--- src/rtl/serial_magnitude_comparator_pkg.sv ---
// Shared types for the serial magnitude comparator: FSM states and the
// one-hot result encoding.
package cmp_pkg;

    typedef enum logic [1:0] {
        IDLE,
        RUN,
        DONE
    } state_t;

    typedef logic [2:0] res_t;

    localparam int unsigned RES_LT = 0;
    localparam int unsigned RES_EQ = 1;
    localparam int unsigned RES_GT = 2;

endpackage

--- src/rtl/serial_magnitude_comparator_digit_compare.sv ---
// Combinational unsigned compare of two DIGIT-bit values; a generalisation
// of the original 2-bit compare logic.
module digit_compare #(
    parameter int unsigned DIGIT = 1
) (
    input  logic [DIGIT-1:0] a_i,
    input  logic [DIGIT-1:0] b_i,
    output logic             gt_o,
    output logic             eq_o,
    output logic             lt_o
);

    always_comb begin
        gt_o = (a_i > b_i);
        eq_o = (a_i == b_i);
        lt_o = (a_i < b_i);
    end

endmodule

--- src/rtl/serial_magnitude_comparator.sv ---
// Serial MSB-first magnitude comparator, DIGIT bits per clock with early
// termination; unsigned or two's-complement, valid/ready on both sides.
module serial_magnitude_comparator
    import cmp_pkg::*;
#(
    parameter int unsigned WIDTH = 8,
    parameter int unsigned DIGIT = 1,
    parameter int unsigned CW    = $clog2(WIDTH / DIGIT + 1)
) (
    input  logic             clk,
    input  logic             rst_n,
    input  logic             in_valid,
    output logic             in_ready,
    input  logic [WIDTH-1:0] x,
    input  logic [WIDTH-1:0] y,
    input  logic             signed_mode,
    output logic             res_valid,
    input  logic             res_ready,
    output logic             gt,
    output logic             eq,
    output logic             lt,
    output logic [CW-1:0]    digits
);

    localparam int unsigned    NDIG = WIDTH / DIGIT;
    localparam logic [CW-1:0]  LAST = CW'(NDIG);

    state_t           state_q, state_d;
    logic [WIDTH-1:0] sx_q, sx_d;
    logic [WIDTH-1:0] sy_q, sy_d;
    logic [CW-1:0]    cnt_q, cnt_d;
    logic [CW-1:0]    cnt_inc;
    res_t             res_q, res_d;
    logic             rdy_q;
    logic [WIDTH-1:0] msb_flip;
    logic             dig_gt, dig_eq, dig_lt;

    digit_compare #(.DIGIT(DIGIT)) u_digit_compare (
        .a_i  (sx_q[WIDTH-1 -: DIGIT]),
        .b_i  (sy_q[WIDTH-1 -: DIGIT]),
        .gt_o (dig_gt),
        .eq_o (dig_eq),
        .lt_o (dig_lt)
    );

    // Inverting both MSBs maps two's complement onto offset binary, so RUN
    // needs no knowledge of the mode.
    assign msb_flip = {signed_mode, {(WIDTH-1){1'b0}}};
    assign cnt_inc  = cnt_q + CW'(1);

    assign in_ready  = rdy_q && (state_q == IDLE);
    assign res_valid = (state_q == DONE);
    assign gt        = res_q[RES_GT];
    assign eq        = res_q[RES_EQ];
    assign lt        = res_q[RES_LT];
    assign digits    = cnt_q;

    always_comb begin
        state_d = state_q;
        sx_d    = sx_q;
        sy_d    = sy_q;
        cnt_d   = cnt_q;
        res_d   = res_q;
        unique case (state_q)
            IDLE: begin
                if (in_valid && in_ready) begin
                    sx_d    = x ^ msb_flip;
                    sy_d    = y ^ msb_flip;
                    cnt_d   = '0;
                    res_d   = '0;
                    state_d = RUN;
                end
            end
            RUN: begin
                cnt_d = cnt_inc;
                if (dig_gt) begin
                    res_d         = '0;
                    res_d[RES_GT] = 1'b1;
                    state_d       = DONE;
                end else if (dig_lt) begin
                    res_d         = '0;
                    res_d[RES_LT] = 1'b1;
                    state_d       = DONE;
                end else if (dig_eq && (cnt_inc == LAST)) begin
                    res_d         = '0;
                    res_d[RES_EQ] = 1'b1;
                    state_d       = DONE;
                end else begin
                    sx_d = sx_q << DIGIT;
                    sy_d = sy_q << DIGIT;
                end
            end
            DONE: begin
                if (res_ready) begin
                    res_d   = '0;
                    state_d = IDLE;
                end
            end
            default: begin
                res_d   = '0;
                state_d = IDLE;
            end
        endcase
    end

    always_ff @(posedge clk or negedge rst_n) begin
        if (!rst_n) begin
            state_q <= IDLE;
            sx_q    <= '0;
            sy_q    <= '0;
            cnt_q   <= '0;
            res_q   <= '0;
            rdy_q   <= 1'b0;
        end else begin
            state_q <= state_d;
            sx_q    <= sx_d;
            sy_q    <= sy_d;
            cnt_q   <= cnt_d;
            res_q   <= res_d;
            rdy_q   <= 1'b1;
        end
    end

endmodule

--- config.mk ---
export PLATFORM = sky130hd
export DESIGN_NAME = serial_magnitude_comparator
export DESIGN_NICKNAME = d
export VERILOG_FILES = /design/src/rtl/serial_magnitude_comparator_pkg.sv /design/src/rtl/serial_magnitude_comparator_digit_compare.sv /design/src/rtl/serial_magnitude_comparator.sv
export SDC_FILE = /design/constraint.sdc
export NUM_CORES = 1
export LEC_CHECK = 0
export CAP_MARGIN = 20
export CORE_MARGIN = 8
export CORE_UTILIZATION = 44
export CTS_CLUSTER_SIZE = 10
export DETAILED_ROUTE_END_ITERATION = 7
export PLACE_DENSITY_LB_ADDON = 0.15
export SLEW_MARGIN = 5
export SYNTH_ARGS = -nofsm -noshare
export SYNTH_HDL_FRONTEND = slang
export SYNTH_HIERARCHICAL = 1
export SYNTH_SLANG_ARGS = --single-unit
--- constraint.sdc ---
create_clock -name clk -period 2.6 [get_ports clk]
set_input_delay 0.26 -clock clk [delete_from_list [all_inputs] [get_ports clk]]
set_output_delay 0.26 -clock clk [all_outputs]
set_load 0.02 [all_outputs]
==> impl_metrics.json, run 1 <==
{
  "synth_cell_type_count": 41,
  "worstPathCellList": "ha_1 -> or4b_1 -> a41o_1 -> o21ai_4 -> buf_4 -> mux2_2",
  "cts.repair.resized": 0,
  "setup_total_negative_slack_ps": 0,
  "worst_pin_slew_ps": 613,
  "yosysSeqAreaShare_pct": 44.8,
  "dp.cells": 217,
  "cpMaxStageDelayCell": "or4b_1",
  "ys_warn_count": 6,
  "portBuffers": 29,
  "rsz0062_at_grt": "no",
  "status": "finished clean",
  "post_cts_buffers": 0,
  "drc": 0,
  "num-fill-cells": 334,
  "die_h_um": 73.4,
  "grt_pass1_vias": 1071,
  "grt_remaining_overflow": 0,
  "die-area_mm2": 0.00539,
  "drv_cap": 0,
  "placed_area_mm2": 0.00176,
  "layout_commonest_cell": "nand2_1",
  "clk-insertion-delay-late_ps": 320,
  "maxSlewViolCount": 0,
  "die_w_um": 73.4,
  "yosys_register_bits": 26,
  "cts_sinks": 26,
  "pwr-share-seq_pct": 40.2,
  "p_comb_share_pct": 50.8,
  "syn_area_mm2": 0.00145,
  "clk_pin_slew_ps": 140,
  "h-tree-depth": 1,
  "netSwitchingFraction_pct": 38.4,
  "start_kind": "flip-flop",
  "grt_first_pass_wirelength_mm": 4.85,
  "slew_headroom_pct": 59.2,
  "critPathCaptureType": "flip-flop",
  "setup_violations": 0,
  "pin_count": 30,
  "period_needed_ps": 2350,
  "critPathMaxStageDelay_ps": 520,
  "drive_gt1_share_pct": 12.1,
  "reg2reg_slack_ps": 250,
  "vdd_ir_drop_max_mv": 0.427,
  "cts_tree": "done",
  "wire_per_inst_um": 13.2,
  "finalCritPeriodShare_pct": 90.5,
  "syn2layout_area_growth_pct": 23.0,
  "cts-root-buf": "clkbuf_4",
  "hold_class": "primary input to async pin",
  "p_sw_mw": 0.710,
  "p_int_mw": 1.14,
  "cts_buffer_depth": 2,
  "required_ps": 2810,
  "finalInstanceArea_mm2": 0.00179,
  "setup.worst_path.class": "flip-flop to flip-flop",
  "most-common-layout-cells": "nand2_1, clkdlybuf4s50_1, dfrtp_1",
  "drt_iter0_markers": 63,
  "finish.utilization_pct": 54.8,
  "synth-edff-count": 0,
  "fin_skew_ps": 10.2,
  "postRouteAntennaNets": 0,
  "initial_core_util_pct": 44.5,
  "grt_max_degree": 27,
  "core_area_mm2": 0.00326,
  "globalplace.congestion": 0.742,
  "num_vias": 1108,
  "post-dp-hpwl_mm": 2.15,
  "cts_hold_buf": 0,
  "drt-pass1-iter-count": 5,
  "power_frac_clock_pct": 9.0,
  "numCtsBuffers": 3,
  "p_per_area_mw_per_mm2": 1030,
  "synth_flop_cell": "dfrtp_1",
  "p_leak_nw": 0.835,
  "final_net_count": 201,
  "max_freq_mhz": 425,
  "crit_fanout": 15,
  "grt_antenna_before_repair": 0,
  "track_usage_pct": 11.4,
  "via_per_inst": 5.04,
  "critPathArrivalTime_ps": 2560,
  "finalHoldViolCount": 0,
  "async_flop_share_pct": 100,
  "antennaDiodeCount": 0,
  "rows": 21,
  "synthCells": 147,
  "finalNonFillerCells": 220,
  "drt-total-wl_mm": 2.91,
  "syn_avg_cell_area_um2": 9.87,
  "syn-num-nets": 172
}
## worst max-delay path, delay by kind of cell (launching register included)
family	cells	cell delay (ps)
AO/OA/AOI/OAI	2	380
adder cells (fa/ha/maj)	1	270
buffers and inverters	1	270
flip-flops	1	440
multiplexers	1	370
AND/OR/NAND/NOR	1	520
## path summary, 6_finish.rpt
kind,startpoint,end,depth (start not counted)
setup / recovery,sx_q[7]$_DFFE_PN0P_,sx_q[1]$_DFFE_PN0P_,6
hold / removal,rst_n,digits[2]$_DFFE_PN0P_,2
setup reg to reg,sx_q[7]$_DFFE_PN0P_,sx_q[1]$_DFFE_PN0P_,6
hold reg to reg,res_q[1]$_DFFE_PN0P_,res_q[1]$_DFFE_PN0P_,1
max in group asynchronous,rst_n,sx_q[0]$_DFFE_PN0P_,2
min in group clk,x[0],sx_q[0]$_DFFE_PN0P_,3
## final cells by class
type	instances	area, µm²	area share (%)
Multi-Input combinational cell	110	734	41.1
Sequential cell	26	651	36.4
Timing Repair Buffer	31	305	17.1
Tap cell	46	57.6	3.22
Clock buffer	3	22.5	1.26
Inverter	4	15.0	0.841
## cells by family after synthesis
family	count (synthesis)	share of synthesized area, %
flip-flops	26	44.8
AND/OR/NAND/NOR	63	19.4
buffers and inverters	11	4.57
XOR/XNOR	2	1.21
AO/OA/AOI/OAI	25	12.4
adder cells (fa/ha/maj)	4	3.45
other	1	0.258
multiplexers	15	13.9
## power by group through the flow
| stage | combinational [mW] | sequential [mW] | clock [mW] |
|---|---|---|---|
| 3_3_place_gp | 0.926 | 0.740 | 0 |
| 5_1_grt | 1.02 | 0.774 | 0.188 |
| 6_report | 0.937 | 0.742 | 0.167 |
| 3_5_place_dp | 0.946 | 0.750 | 0 |
| 2_1_floorplan | 0.720 | 0.735 | 0 |
| 4_1_cts | 0.947 | 0.742 | 0.175 |
## sequential cells by signal, indices dropped and copies added (netlist names)
| name | flops |
|---|---|
| rdy_q | 1 |
| digits | 4 |
| sy_q | 8 |
| res_q | 3 |
| state_q | 2 |
| sx_q | 8 |
## stage by stage
| stage | hold WS [ps] | total power, mW | setup WS (ps) |
|---|---|---|---|
| 3_5_place_dp | 495 | 1.70 | 272 |
| 2_1_floorplan | -35.6 | 1.46 | 458 |
| 5_1_grt | 318 | 1.99 | 162 |
| 4_1_cts | 299 | 1.86 | 247 |
| 6_report | 289 | 1.85 | 246 |
| 3_3_place_gp | 478 | 1.67 | 374 |
## Yosys cell counts, drive strengths merged, types with 2 or more instances
library cell  number  area, µm²
o21ai              6       41.3
ha                 4       50.1
nor2               4       15.0
nand2             44        165
a21o               2       15.0
clkbuf             3       11.3
buf                4       40.0
a22oi              2       15.0
nand3              2       10.0
dfrtp             26        651
inv                4       15.0
xnor2              2       17.5
nand2b             2       12.5
mux2              14        191
o22ai              3       18.8
nor3               2       10.0
a22o               3       26.3
a21oi              3       15.0
## routing by layer
metal  vias up  track usage (%)  routed length, µm
met3         2             3.96                200
met4         0             3.99                 25
met1       517             13.3               1310
met5         -                0                  0
li1        554                -                  -
met2        35             18.9               1380
(Power assumes the default switching activity.)
==> run 2, diff against run 1 <==
Settings changed: CTS_BUF_LIST from default to sky130_fd_sc_hd__clkbuf_8 sky130_fd_sc_hd__clkbuf_16, DONT_BUFFER_PORTS from default to 1.
==> impl_metrics.json, run 2 (synthesis gave the netlist of run 1 again) <==
{
  "status": "finished clean",
  "cts_buffer_depth": 2,
  "track_usage_pct": 11.1,
  "drt_iter0_markers": 43,
  "period_needed_ps": 2290,
  "via_per_inst": 5.13,
  "core_area_mm2": 0.00326,
  "drv_cap": 0,
  "maxSlewViolCount": 0,
  "syn2layout_area_growth_pct": 5.86,
  "num-fill-cells": 329,
  "antennaDiodeCount": 0,
  "rows": 21,
  "finalNonFillerCells": 192,
  "setup_total_negative_slack_ps": 0,
  "start_kind": "flip-flop",
  "multi_input_area_um2": 734,
  "num_vias": 985,
  "placed_area_mm2": 0.00147,
  "grt_antenna_before_repair": 0,
  "drt-total-wl_mm": 2.83,
  "finalCritPeriodShare_pct": 88.3,
  "worst_pin_slew_ps": 641,
  "drive_gt1_share_pct": 14.4,
  "clk_pin_slew_ps": 80,
  "drt-pass1-iter-count": 4,
  "regArea_um2": 651,
  "vdd_ir_drop_max_mv": 0.563,
  "post_cts_buffers": 0,
  "die_w_um": 73.4,
  "setup_violations": 0,
  "finish.utilization_pct": 47.2,
  "crit_fanout": 15,
  "rsz0062_at_grt": "no",
  "cts_sinks": 26,
  "slew_headroom_pct": 57.3,
  "grt_max_degree": 27,
  "layout_commonest_cell": "nand2_1",
  "p_leak_nw": 0.742,
  "cts_tree": "done",
  "fin_skew_ps": 2.83,
  "die_h_um": 73.4,
  "most-common-layout-cells": "nand2_1, dfrtp_1, mux2_4",
  "required_ps": 2750,
  "hold_class": "primary input to flip-flop",
  "critPathCaptureType": "flip-flop",
  "finalInstanceArea_mm2": 0.00154,
  "p_per_area_mw_per_mm2": 1160,
  "grt_pass1_vias": 1001,
  "drc": 0,
  "portBuffers": 0,
  "die-area_mm2": 0.00539,
  "p_total_mw": 1.78,
  "setup.worst_path.class": "flip-flop to flip-flop",
  "pin_count": 30,
  "globalplace.congestion": 0.748,
  "grt_remaining_overflow": 0,
  "h-tree-depth": 1,
  "initial_core_util_pct": 44.5,
  "cts-root-buf": "clkbuf_8",
  "final_net_count": 173,
  "dp.cells": 187,
  "finalHoldViolCount": 0,
  "post-dp-hpwl_mm": 2.03,
  "grt_first_pass_wirelength_mm": 4.75,
  "critPathArrivalTime_ps": 2450,
  "wire_per_inst_um": 14.8,
  "numCtsBuffers": 3,
  "clk-insertion-delay-late_ps": 260,
  "max_freq_mhz": 436,
  "postRouteAntennaNets": 0
}
run 2: changes by cell type in the layout (fill, tap and decap cells not counted), sizes merged:
cell,change
clkdlybuf4s50,-29
dlygate4sd3,+1
run 2: power breakdown:
group          switching, mW  internal, mW
sequential             0.211         0.583
clock                  0.116         0.104
combinational          0.370         0.398
total                  0.697          1.08
run 2: per-stage QoR:
stage / setup slack [ps] / hold WS, ps
finish: 305 / 146
global route: 201 / 138
CTS: 292 / 141
detailed placement: 310 / -34.7
global placement: 372 / -34.8
floorplan: 458 / -35.6
run 2: worst paths after layout:
path | from | to | slack (ps) | cells after the start
hold / removal | x[0] | sx_q[0]$_DFFE_PN0P_ | 150 | 2
max in group asynchronous | rst_n | sx_q[3]$_DFFE_PN0P_ | 2020 | 2
setup reg to reg | sx_q[7]$_DFFE_PN0P_ | sx_q[1]$_DFFE_PN0P_ | 310 | 6
hold reg to reg | sx_q[6]$_DFFE_PN0P_ | sx_q[6]$_DFFE_PN0P_ | 510 | 1
setup / recovery | sx_q[7]$_DFFE_PN0P_ | sx_q[1]$_DFFE_PN0P_ | 310 | 6
min in group asynchronous | rst_n | digits[2]$_DFFE_PN0P_ | 430 | 2
run 2: what timing repair did:
action	in CTS	in global routing
resized for setup	0	0
hold buffers	2	0
hold endpoints to repair	26	0
run 2: worst max-delay path, stage by stage, from the launching register on:
cell	delay (ps)
dfrtp_1	410
ha_1	240
or4b_1	510
a41o_1	250
o21ai_4	120
buf_4	270
mux2_2	370
run 2: area by class of cell:
cell class	count	share of cell area [%]
Sequential cell	26	42.3
Timing Repair Buffer	3	2.44
Tap cell	46	3.75
Clock buffer	3	2.69
Inverter	4	0.977
Multi-Input combinational cell	110	47.8
run 2: layer usage:
metal | GRT usage [%] | routed length (µm) | vias to the layer above
met4 | 2.44 | 10 | 0
met5 | 0 | 0 | -
li1 | - | - | 497
met3 | 4.77 | 184 | 2
met2 | 17.7 | 1310 | 21
met1 | 13.4 | 1330 | 465
==> run 3, diff against run 2 <==
Settings changed: CORE_UTILIZATION 44 to 30.
==> impl_metrics.json, run 3 (synthesis gave the netlist of run 1 again) <==
{
  "grt.busiest_layer": "met2",
  "setup_violations": 0,
  "vdd_ir_drop_max_mv": 0.300,
  "initial_core_util_pct": 30.9,
  "wire_per_inst_um": 15.2,
  "final_net_count": 173,
  "cts_tree": "done",
  "netSwitchingFraction_pct": 39.1,
  "drt-total-wl_mm": 3.06,
  "die_w_um": 85.6,
  "setup.worst_path.class": "flip-flop to flip-flop",
  "pin_count": 30,
  "required_ps": 2760,
  "met3_usage_pct": 2.29,
  "drive_gt1_share_pct": 15.0,
  "setup_total_negative_slack_ps": 0,
  "num_vias": 991,
  "max_freq_mhz": 435,
  "die_h_um": 85.6,
  "pwr-share-seq_pct": 43.4,
  "p_sw_mw": 0.718,
  "portBuffers": 0,
  "h-tree-depth": 1,
  "cts_sinks": 26,
  "grt_first_pass_wirelength_mm": 5.12,
  "layout_commonest_cell": "nand2_1",
  "grt_pass1_vias": 1027,
  "drc": 0,
  "via_per_inst": 4.93,
  "critPathCaptureType": "flip-flop",
  "maxSlewViolCount": 0,
  "die-area_mm2": 0.00732,
  "antennaDiodeCount": 0,
  "fin_skew_ps": 10.5,
  "hold_class": "primary input to flip-flop",
  "numCtsBuffers": 3,
  "drv_cap": 0,
  "start_kind": "flip-flop",
  "syn2layout_area_growth_pct": 7.50,
  "core_area_mm2": 0.00469,
  "finalHoldViolCount": 0,
  "p_int_mw": 1.12,
  "grtUsageMet2_pct": 14.2,
  "cts-root-buf": "clkbuf_8",
  "crit_fanout": 15,
  "finalCritPeriodShare_pct": 88.4,
  "post-dp-hpwl_mm": 2.24,
  "p_comb_share_pct": 42.1,
  "period_needed_ps": 2300,
  "grt_max_degree": 27,
  "status": "finished clean",
  "drt-pass1-iter-count": 4,
  "most-common-layout-cells": "nand2_1, dfrtp_1, mux2_4",
  "cts.repair.resized": 0,
  "met1_usage_pct": 11.3,
  "clk_pin_slew_ps": 100,
  "clk-insertion-delay-late_ps": 270,
  "slew_headroom_pct": 54.4,
  "rows": 25,
  "worst_pin_slew_ps": 684,
  "grt_antenna_before_repair": 0,
  "rsz0062_at_grt": "no",
  "postRouteAntennaNets": 0,
  "critPathArrivalTime_ps": 2460,
  "track_usage_pct": 8.93,
  "p_per_area_mw_per_mm2": 1180,
  "p_leak_nw": 0.749,
  "cts_buffer_depth": 2,
  "power_frac_clock_pct": 14.5,
  "drt_iter0_markers": 41,
  "grt_remaining_overflow": 0,
  "globalplace.congestion": 0.715,
  "p_total_mw": 1.83
}
==> run 3: changes by cell type in the layout (fill, tap and decap cells not counted), sizes merged <==
cell | previous run | this run
clkbuf | 3 | 4
==> run 3: critical path, stage by stage, from the launching register on <==
cell	delay, ps
dfrtp_1	410
ha_1	250
or4b_1	500
a41o_1	250
o21ai_4	120
buf_4	280
mux2_2	370
==> run 3: cell type report <==
| type | instances | area, µm² |
|---|---|---|
| clock buffer | 4 | 55.1 |
| fill | 497 | 3130 |
| inverter | 4 | 15.0 |
| multi-input combinational | 110 | 734 |
| sequential | 26 | 651 |
| tap | 54 | 67.6 |
| timing repair buffer | 3 | 37.5 |
==> run 3: final timing paths <==
path	endpoint	from	slack (ps)	cells past startpoint
max in group asynchronous	sy_q[3]$_DFFE_PN0P_	rst_n	2030	2
min in group asynchronous	rdy_q$_DFF_PN0_	rst_n	400	2
setup reg to reg	sy_q[6]$_DFFE_PN0P_	sx_q[7]$_DFFE_PN0P_	300	6
hold reg to reg	sx_q[5]$_DFFE_PN0P_	sx_q[5]$_DFFE_PN0P_	510	1
setup / recovery	sy_q[6]$_DFFE_PN0P_	sx_q[7]$_DFFE_PN0P_	300	6
hold / removal	sx_q[0]$_DFFE_PN0P_	x[0]	130	2
==> run 3: routing by layer <==
metal,wire (µm),vias up,share of wire (%)
li1,-,500,-
met1,1450,472,47
met2,1460,17,48
met3,128,2,4.2
met4,19,0,0.62
met5,0,-,0
==> run 3: power by group through the flow <==
stage	Combinational [mW]	Clock, mW	Sequential (mW)
after floorplan	0.720	0	0.735
after global placement	0.758	0	0.799
after detailed placement	0.774	0	0.802
after CTS	0.785	0.277	0.800
after global routing	0.867	0.297	0.831
final	0.772	0.266	0.796
==> run 3: per-stage QoR <==
| stage | instance area, µm² | std cells | util, % | setup slack (ps) | hold WS (ps) |
|---|---|---|---|---|---|
| 3_3_place_gp | 1480 | 195 | 31.4 | 363 | -34.5 |
| 5_1_grt | 1560 | 201 | 33.3 | 207 | 124 |
| 6_report | 1560 | 201 | 33.3 | 301 | 127 |
| 4_1_cts | 1560 | 201 | 33.3 | 285 | 120 |
| 2_1_floorplan | 1450 | 147 | - | 458 | -35.6 |
| 3_5_place_dp | 1480 | 195 | 31.4 | 298 | -34.6 |
==> run 3: what timing repair did <==
item                                   CTS  global route
setup buffers                            0             0
hold buffers                             2             0
endpoints found under the hold margin   26             0
==> patch: new RTL, config.mk and constraints of run 3 <==
Make the reset (`rst_n`) synchronous in one clocked block.
--- a/src/rtl/serial_magnitude_comparator.sv
+++ b/src/rtl/serial_magnitude_comparator.sv
@@ -105,3 +105,3 @@
 
-    always_ff @(posedge clk or negedge rst_n) begin
+    always_ff @(posedge clk) begin
         if (!rst_n) begin
Function: differs if rst_n is asserted again (counterexample within 4 cycles, from zero or initial values and one cycle with rst_n low); with rst_n held inactive, the same outputs for 10 cycles.
==> patch against run 3 <==
Sequential cell count unchanged; worst setup slack improved by 330 ps; sequential share of layout area decreased by 5.8 points; highest routed layer unchanged; synthesized cell count increased by 22%; design area decreased by 7.0%; synthesized area decreased by 3.7%; maximum frequency increased by 17%; wire length decreased by 4.3%; non-clock buffer count unchanged.
Power is not compared: it rests on default switching activity, and its combinational part moved more than twofold at a synthesized area within 25%.
==> patch: results (changes against run 3) <==
CTS clk-pin slew, worst paths = 90 ps
Worst path max stage delay = 550 ps (+50 ps)
Compound-Gate Fraction of Synth Area = 0.08415 (-0.03998)
Clock latency on the worst-skew pair = 270 ps (about the same)
WHS Path Cells = 0 (-2)
Total CTS buffers = 3 (unchanged)
Yosys Warn Count = 6 (unchanged)
Postcts setup bufs = 0 (unchanged)
Crit path from = digits[0]
ANT cells = 0 (unchanged)
Cell Area, Placed = 1410 sq um (-4.4%)
Layout cells sized above 1 = 0.06358 (-0.08608)
Critical path fanouts, max = 16 (+1)
Largest net degree at the start of global routing = 45 (+67%)
HPWL after DPL = 2134 um (-4.6%)
Nets@finish = 200 (+16%)
CP max stage cell = dfxtp_1
Routed WL = 2925 um (-4.3%)
Final TNS setup = 0 ps (unchanged)
FILL cells = 497 (unchanged)
Post_cts resized = 0 (unchanged)
Setup Skew = 10.68 ps (+0.1377 ps)
Root Driver = clkbuf_8
Vias per cell = 4.819 (-2.3%)
First-pass GRT wire length = 5106 um (-0.25%)
Critical Path AT = 2170 ps (-290 ps)
Leak Pwr = 0.6643 nW
Sequential area share after synthesis = 0.3724 (-0.07585)
Initial antenna violation count = 0 (unchanged)
Adder-Cell Fraction of Synth Area = 0.03581 (+0.001327)
Drt pass-1 iters = 4 (unchanged)
Distinct cell type count of the synthesized netlist = 31 (-24%)
Worst IR drop on VDD = 0.0001999 V
Worst hold path type = in -> reg
Longest Clk Path Bufs = 2 (unchanged)
Outcome = complete, no violations
Iter 0 DRT Violations = 27 (-34%)
DP Worst Slack = 645.9 ps (+347.5 ps)
Commonest cells in the netlist = nand2_1 (73), dfxtp_1 (26), mux2i_1 (16)
Xor/xnor share of the synthesized area = 0.03044 (+0.01837)
Buffers on Ports = 0 (unchanged)
RD Place Congestion = 0.7448 (+4.1%)
H-tree depth = 1 (unchanged)
Register-to-Register Path Depth = 7 (+1)
Relative max-transition margin = 0.6590 (+0.1152)
Main synth FF type = dfxtp_1
Async SR Flop Fraction = 0 (-1.000)
Hold Startpoint = rst_n
Mux cell area share after synthesis = 0.1146 (-0.02420)
Area contributors post-synth = dfxtp_1 (37%), nand2_1 (20%), mux2i_1 (11%), ha_1 (3.6%), nor2_1 (2.4%)
Vias in the first global route = 1,122 (+9.3%)
Total Routing Usage GR = 0.08637 (-0.002956)
-- patch: cell count changes after synthesis, moves of 9 or more --
cell | run 3 | this run
dfxtp_1 | 0 | 26
mux2_4 | 9 | 0
nand2_1 | 44 | 73
dfrtp_1 | 26 | 0
mux2i_1 | 1 | 16
-- patch: worst max-delay path: cells and delay by family, from the launching register on --
family,cells,cell delay (ps)
compound gates,1,80
xor+xnor,1,130
fa+ha+maj,1,280
buf+inv,1,280
flops,1,550
mux,1,230
simple gates,2,340
-- patch: final timing paths --
path	to	slack, ps
hold reg to reg	sy_q[6]	460
hold / removal	rdy_q	30
setup / recovery	sx_q[3]	630
setup reg to reg	sx_q[3]	630
-- patch: metal layers --
metal	up-vias	track usage	part of all wire
met5	-	0	0
met4	0	0.02826	0.0065
met1	505	0.09416	0.44
li1	567	-	-
met2	20	0.1442	0.47
met3	2	0.03969	0.085
-- patch: cell type report --
class | instances | area, sq um | area share
Sequential cell | 26 | 520.5 | 0.3586
Timing Repair Buffer | 3 | 22.52 | 0.01552
Clock buffer | 3 | 41.29 | 0.02845
Tap cell | 54 | 67.56 | 0.04655
Inverter | 2 | 7.507 | 0.005172
Multi-Input combinational cell | 139 | 792.0 | 0.5457
-- patch: through the flow --
| step | total power (W) | cells |
|---|---|---|
| after floorplan | 0.0006685 | 179 |
| after global placement | 0.0006809 | 224 |
| after detailed placement | 0.0006855 | 224 |
| after CTS | 0.0009194 | 227 |
| after global routing | 0.0009661 | 227 |
| final | 0.0008992 | 227 |
-- patch: power breakdown --
group	leakage, nW	internal [W]	total (W)	switching (W)
registers	0.212	0.000437	0.000465	0.0000288
logic	0.430	0.0000882	0.000207	0.000119
clock network	0.0216	0.000104	0.000227	0.000123
